File: config.mk
export PLATFORM = sky130hd
export DESIGN_NAME = piso_shift8_flat
export DESIGN_NICKNAME = d
export VERILOG_FILES = /design/src/rtl/piso_shift8_pkg.sv /design/src/rtl/piso_shift8_if.sv /design/src/rtl/piso_shift8_bit_counter.sv /design/src/rtl/piso_shift8.sv /design/src/flat_wrapper.sv
export SDC_FILE = /design/constraint.sdc
export NUM_CORES = 1
export LEC_CHECK = 0
export BUFFER_PORTS_ARGS = -buffer_cell sky130_fd_sc_hd__buf_2
export CAP_MARGIN = 20
export CORE_ASPECT_RATIO = 1.4
export CORE_MARGIN = 2
export CORE_UTILIZATION = 30
export CTS_BUF_LIST = sky130_fd_sc_hd__clkbuf_16
export CTS_CLUSTER_SIZE = 12
export DETAILED_ROUTE_END_ITERATION = 12
export GPL_ROUTABILITY_DRIVEN = 0
export SLEW_MARGIN = 30
export SYNTH_ARGS = -nofsm -noshare
export SYNTH_HDL_FRONTEND = slang
export SYNTH_SLANG_ARGS = --single-unit
File: constraint.sdc
create_clock -name clk -period 2.1 [get_ports clk]
set_clock_uncertainty 0.15 [all_clocks]
set_input_delay 0.21 -clock clk [delete_from_list [all_inputs] [get_ports clk]]
set_output_delay 0.21 -clock clk [all_outputs]
set_load 0.01 [all_outputs]
File: src/rtl/piso_shift8_pkg.sv
// Shared definitions for the PISO shift stage and a future serial receiver:
// FSM state encodings and the bit-counter width helper.
package piso_shift8_pkg;

   // Encodings are fixed so a receiver decoding the same link can reuse them.
   typedef enum logic [1:0] {
      StIdle  = 2'd0,
      StShift = 2'd1,
      StDone  = 2'd2
   } piso_state_e;

   // Width of a counter that must reach width-1; at least one bit.
   function automatic int unsigned cnt_w(input int unsigned width);
      return (width > 1) ? $clog2(width) : 1;
   endfunction

endpackage

File: src/rtl/piso_shift8_if.sv
// Word-load handshake and serial/status outputs of the PISO stage.
// The upstream register drives data_in/load; the stage drives the rest.
interface piso_shift8_if #(
   parameter int unsigned WIDTH = 8
);

   logic [WIDTH-1:0] data_in;
   logic             load;
   logic             ready;
   logic             ser_out;
   logic             busy;
   logic             done;

   modport master (
      output data_in,
      output load,
      input  ready,
      input  ser_out,
      input  busy,
      input  done
   );

   modport slave (
      input  data_in,
      input  load,
      output ready,
      output ser_out,
      output busy,
      output done
   );

endinterface

File: src/rtl/piso_shift8_bit_counter.sv
// Bit-position counter for the PISO stage. Clears to zero, counts up while
// enabled and flags the final bit position (WIDTH-1).
module piso_shift8_bit_counter
   import piso_shift8_pkg::*;
#(
   parameter int unsigned WIDTH = 8,
   localparam int unsigned CntW = cnt_w(WIDTH)
) (
   input  logic            clk,
   input  logic            clr,
   input  logic            clear_i,
   input  logic            en_i,
   output logic [CntW-1:0] cnt_o,
   output logic            last_o
);

   logic [CntW-1:0] cnt_q;
   logic [CntW-1:0] cnt_d;

   // Next count: clear has priority over enable.
   always_comb begin
      cnt_d = cnt_q;
      if (clear_i) begin
         cnt_d = '0;
      end else if (en_i) begin
         cnt_d = cnt_q + CntW'(1);
      end
   end

   // Count register, asynchronously cleared by the stage reset.
   always_ff @(posedge clk or negedge clr) begin
      if (!clr) begin
         cnt_q <= '0;
      end else begin
         cnt_q <= cnt_d;
      end
   end

   assign cnt_o  = cnt_q;
   assign last_o = (cnt_q == CntW'(WIDTH - 1));

endmodule

File: src/rtl/piso_shift8.sv
// Parallel-in/serial-out stage. Accepts one word in IDLE via load/ready,
// shifts it out one bit per clock while busy, then pulses done for a cycle.
// WIDTH must be at least 2.
module piso_shift8
   import piso_shift8_pkg::*;
#(
   parameter int unsigned WIDTH     = 8,
   parameter bit          MSB_FIRST = 1'b1
) (
   input  logic         clk,
   input  logic         clr,
   piso_shift8_if.slave bus
);

   localparam int unsigned CntW = cnt_w(WIDTH);

   piso_state_e      state_q;
   piso_state_e      state_d;
   logic [WIDTH-1:0] shreg_q;
   logic [WIDTH-1:0] shreg_d;
   logic [WIDTH-1:0] shreg_shifted;
   logic             head_bit;
   logic [CntW-1:0]  cnt;
   logic             cnt_last;
   logic             cnt_clear;
   logic             cnt_en;

   // Counter is held at zero outside SHIFT and stops at WIDTH-1 so it never wraps.
   assign cnt_clear = (state_q != StShift);
   assign cnt_en    = (state_q == StShift) && !cnt_last;

   piso_shift8_bit_counter #(
      .WIDTH (WIDTH)
   ) u_bit_counter (
      .clk     (clk),
      .clr     (clr),
      .clear_i (cnt_clear),
      .en_i    (cnt_en),
      .cnt_o   (cnt),
      .last_o  (cnt_last)
   );

   // Head bit and one-step shift toward the head, vacated bit filled with 0.
   always_comb begin
      if (MSB_FIRST) begin
         head_bit      = shreg_q[WIDTH-1];
         shreg_shifted = {shreg_q[WIDTH-2:0], 1'b0};
      end else begin
         head_bit      = shreg_q[0];
         shreg_shifted = {1'b0, shreg_q[WIDTH-1:1]};
      end
   end

   // Next state and shift register; data_in is only sampled on an IDLE accept.
   always_comb begin
      state_d = state_q;
      shreg_d = shreg_q;
      case (state_q)
         StIdle: begin
            if (bus.load) begin
               state_d = StShift;
               shreg_d = bus.data_in;
            end
         end
         StShift: begin
            shreg_d = shreg_shifted;
            if (cnt_last) begin
               state_d = StDone;
            end
         end
         StDone: begin
            state_d = StIdle;
         end
         default: begin
            state_d = StIdle;
         end
      endcase
   end

   // State and shift register, asynchronously reset to an empty IDLE stage.
   always_ff @(posedge clk or negedge clr) begin
      if (!clr) begin
         state_q <= StIdle;
         shreg_q <= '0;
      end else begin
         state_q <= state_d;
         shreg_q <= shreg_d;
      end
   end

   // Outputs decoded from state only, so load never reaches ready combinationally.
   always_comb begin
      bus.ready   = (state_q == StIdle);
      bus.busy    = (state_q == StShift);
      bus.done    = (state_q == StDone);
      bus.ser_out = (state_q == StShift) ? head_bit : 1'b0;
   end

   // The count value itself is only consumed through last_o.
   logic unused_cnt;
   assign unused_cnt = ^cnt;

endmodule

File: src/flat_wrapper.sv
// flat-port wrapper written by rule: the top's interface ports become plain ports
module piso_shift8_flat import piso_shift8_pkg::*;
#(
   parameter int unsigned WIDTH     = 8,
   parameter bit          MSB_FIRST = 1'b1
)
  (clk, clr, bus_data_in, bus_load, bus_ready, bus_ser_out, bus_busy, bus_done);
  piso_shift8_if #(.WIDTH(WIDTH)) bus_i ();
  input  logic clk;
  input  logic clr;
  input wire logic [$bits(bus_i.data_in)-1:0] bus_data_in;
  input wire logic [$bits(bus_i.load)-1:0] bus_load;
  output wire logic [$bits(bus_i.ready)-1:0] bus_ready;
  output wire logic [$bits(bus_i.ser_out)-1:0] bus_ser_out;
  output wire logic [$bits(bus_i.busy)-1:0] bus_busy;
  output wire logic [$bits(bus_i.done)-1:0] bus_done;
  assign bus_i.data_in = bus_data_in;
  assign bus_i.load = bus_load;
  assign bus_ready = bus_i.ready;
  assign bus_ser_out = bus_i.ser_out;
  assign bus_busy = bus_i.busy;
  assign bus_done = bus_i.done;
  piso_shift8 #(.WIDTH(WIDTH), .MSB_FIRST(MSB_FIRST)) u_core (.clk(clk), .clr(clr), .bus(bus_i));
endmodule
==> flow_metrics.py <==
metrics = {
    "run_status": {
        "status": "complete, no violations",
    },
    "power_and_ir_drop": {
        "p_per_area_nw_per_um2": 1500,
        "p_leak_nw": 0.373,
        "ir_drop_uv": 735,
    },
    "floorplanning": {
        "dieArea_um2": 2380,
        "die_x_um": 41.8,
        "start_util": 0.311,
        "rows": 19,
        "dieHeight_um": 56.9,
        "core-area_um2": 1930,
        "pin_count": 15,
    },
    "setup_path": {
        "cp_cell_sequence": "nand2b_1 -> inv_1 -> buf_2",
        "rr_startpoint": "u_core.u_bit_counter.cnt_o[0]$_DFFE_PN0P_",
        "worstPathArrival_ns": 1.21,
        "cp-start-kind": "flop",
        "crit_fanout": 8,
        "critPathCaptureType": "output pin",
        "critPathSlowestCell": "dfrtp_1",
        "crit_path_max_incr_delay_ns": 0.43,
        "worstRegToRegCells": 4,
        "reg2reg_to": "u_core.state_q[0]$_DFFE_PN0P_",
        "critical_path_class": "reg2out",
        "rrSetupSlack_ns": 0.73,
        "cp.required_ns": 1.74,
    },
    "drt": {
        "drt-met1-wl_um": 551,
        "top_layer": "met4",
        "routedWlPerCell_um": 13.1,
        "postRouteAntennaNets": 0,
        "drc": 0,
        "vias": 481,
        "first_pass_iters": 2,
        "drt-total-wl_mm": 1.24,
        "vias_per_cell": 5.06,
        "drtIter0Drc": 11,
        "wl_met3_um": 67,
        "wl_met2_um": 575,
    },
    "timing": {
        "finalHoldViolCount": 0,
        "setup_violations": 0,
        "relSlewSlack": 0.795,
        "period_share": 0.747,
        "tns_ns": 0,
        "worstMarginPinSlew_ns": 0.307,
        "fmax_mhz": 637,
        "rsz0062_at_grt": "no",
        "drv_slew": 0,
        "hold_ws_ns": 0.0662,
        "timing.final.crit_period_ns": 1.57,
    },
    "finish": {
        "ff_latch_area_um2": 325,
        "drive_gt1_frac": 0.257,
        "layout_common_cells": "buf_2 (14), dfrtp_1 (13), o22ai_1 (9)",
        "fillers": 201,
        "multiInputGateArea_um2": 251,
        "nets": 88,
        "area_growth_syn_to_layout_pct": 29.6,
        "stdcell_count": 95,
        "final_common_cell": "buf_2",
        "n_antenna_cell": 0,
    },
    "logic_synthesis": {
        "avgSynthCellArea_um2": 10.7,
        "syn-cell-area_um2": 599,
        "syn-num-nets": 69,
        "yosys.area.top_type": "dfrtp_1",
        "ys_warn_count": 0,
        "synth_cells": 56,
        "ys_seq_area_frac": 0.543,
        "yosysUniqueCellTypes": 18,
        "ys_ff_latch": 13,
        "yosysTopAreaCellShare": 0.543,
        "synth_area_leaders": "dfrtp_1 (54%), o22ai_1 (9.4%), a2bb2oi_1 (4.4%)",
    },
    "global_route": {
        "grt_start_max_net_pins": 14,
        "grt_pass1_wl_mm": 2.17,
        "grt_overflow": 0,
        "grt_antenna_before_repair": 0,
        "grt_use_total": 0.124,
        "grt_pass1_vias": 522,
    },
    "place": {
        "io_buffers": 14,
        "dp_hpwl_um": 899,
        "dp_cells": 90,
    },
    "clocking": {
        "clock_tree.root_cell": "clkbuf_16",
        "clk_pin_slew_ns": 0.04,
        "numCtsBuffers": 3,
        "numClockSinks": 13,
        "cts_tree": "done",
        "cts_resized": 0,
        "clockBufferDepth": 2,
        "cts_max_level": 1,
        "clock_latency_ns": 0.24,
    },
    "min_path": {
        "worstHoldEndpoint": "u_core.shreg_q[0]$_DFFE_PN0P_",
        "hold_path_class": "in2reg",
        "holdPathStages": 3,
        "holdCritStartpoint": "bus_data_in[0]",
    },
    "flow_run": {
        "drv_cap": 0,
    },
}
[worst max path at each step]
stage / startpoint / endpoint / cells after the start
detailed placement: u_core.u_bit_counter.cnt_o[0]$_DFFE_PN0P_ / u_core.state_q[0]$_DFFE_PN0P_ / 4
global route: u_core.state_q[1]$_DFFE_PN0P_ / bus_busy / 3
global placement: u_core.u_bit_counter.cnt_o[0]$_DFFE_PN0P_ / u_core.u_bit_counter.cnt_o[2]$_DFFE_PN0P_ / 4
floorplan: u_core.u_bit_counter.cnt_o[0]$_DFFE_PN0P_ / u_core.state_q[0]$_DFFE_PN0P_ / 4
CTS: u_core.state_q[1]$_DFFE_PN0P_ / bus_busy / 3
finish: u_core.state_q[1]$_DFFE_PN0P_ / bus_busy / 3
[routing by layer]
layer  track usage  up-vias
met2         0.190       14
met4         0.111        0
met1         0.138      223
li1              -      239
met5             0        -
met3        0.0322        5
[logic make-up (layout without fill, tap and decap cells)]
kind of cell,after synthesis,after routing,synth area share
AOI/OAI and AO/OA,18,18,0.198
xor gates and xnor gates,1,1,0.0146
adders and majority gates,2,2,0.0417
buffers and inverters,5,23,0.0376
DFF,13,13,0.543
muxes,2,2,0.0334
and+or+nand+nor,15,15,0.132
[metrics by stage]
| step | instance area (um^2) | total power [mW] | util | setup slack, ns |
|---|---|---|---|---|
| CTS | 777 | 1.19 | 0.404 | 0.519 |
| detailed placement | 688 | 0.821 | 0.357 | 0.722 |
| floorplan | 599 | 0.717 | - | 0.818 |
| global route | 777 | 1.26 | 0.404 | 0.424 |
| finish | 777 | 1.16 | 0.404 | 0.531 |
| global placement | 688 | 0.807 | 0.357 | 0.747 |
[flip-flops by register name, indices dropped and copies added (netlist names)]
signal	count
u_core.shreg_q	8
u_core.state_q	2
u_core.u_bit_counter.cnt_o	3
[area by class of cell]
| class | instances | area share |
|---|---|---|
| clock buffers | 3 | 0.0966 |
| clock inverters | 1 | 0.00483 |
| inverters | 4 | 0.0193 |
| multi-input cells | 38 | 0.324 |
| flip-flops and latches | 13 | 0.419 |
| well taps | 21 | 0.0338 |
| repair buffers | 15 | 0.103 |
[cells in the mapped netlist, drive strengths merged]
| cell type | instances |
|---|---|
| nor2 | 7 |
| o22ai | 9 |
| nand3 | 1 |
| o221a | 1 |
| nand3b | 1 |
| inv | 4 |
| dfrtp | 13 |
| xor2 | 1 |
| ha | 2 |
| o21ai | 1 |
| buf | 1 |
| nand2b | 4 |
| and3 | 2 |
| a2bb2oi | 3 |
| a21oi | 4 |
| mux2i | 2 |
[where the power goes]
part / leakage (nW) / switching (mW) / internal [mW] / total [mW]
combinational: 0.175 / 0.190 / 0.185 / 0.375
clock: 0.0423 / 0.0978 / 0.250 / 0.348
sequential: 0.156 / 0.0791 / 0.360 / 0.440
[worst max-delay path: cells and delay by family, from the launching register on]
family / cells / cell delay, ns
buf+inv: 2 / 0.21
flops: 1 / 0.43
simple gates: 1 / 0.32
[repair_timing]
action | in CTS | in global routing
endpoints found under the hold margin | 13 | 0
hold buffers | 1 | 0
buffers inserted | 0 | 0
Note: power is estimated with default switching activity, not from simulation.
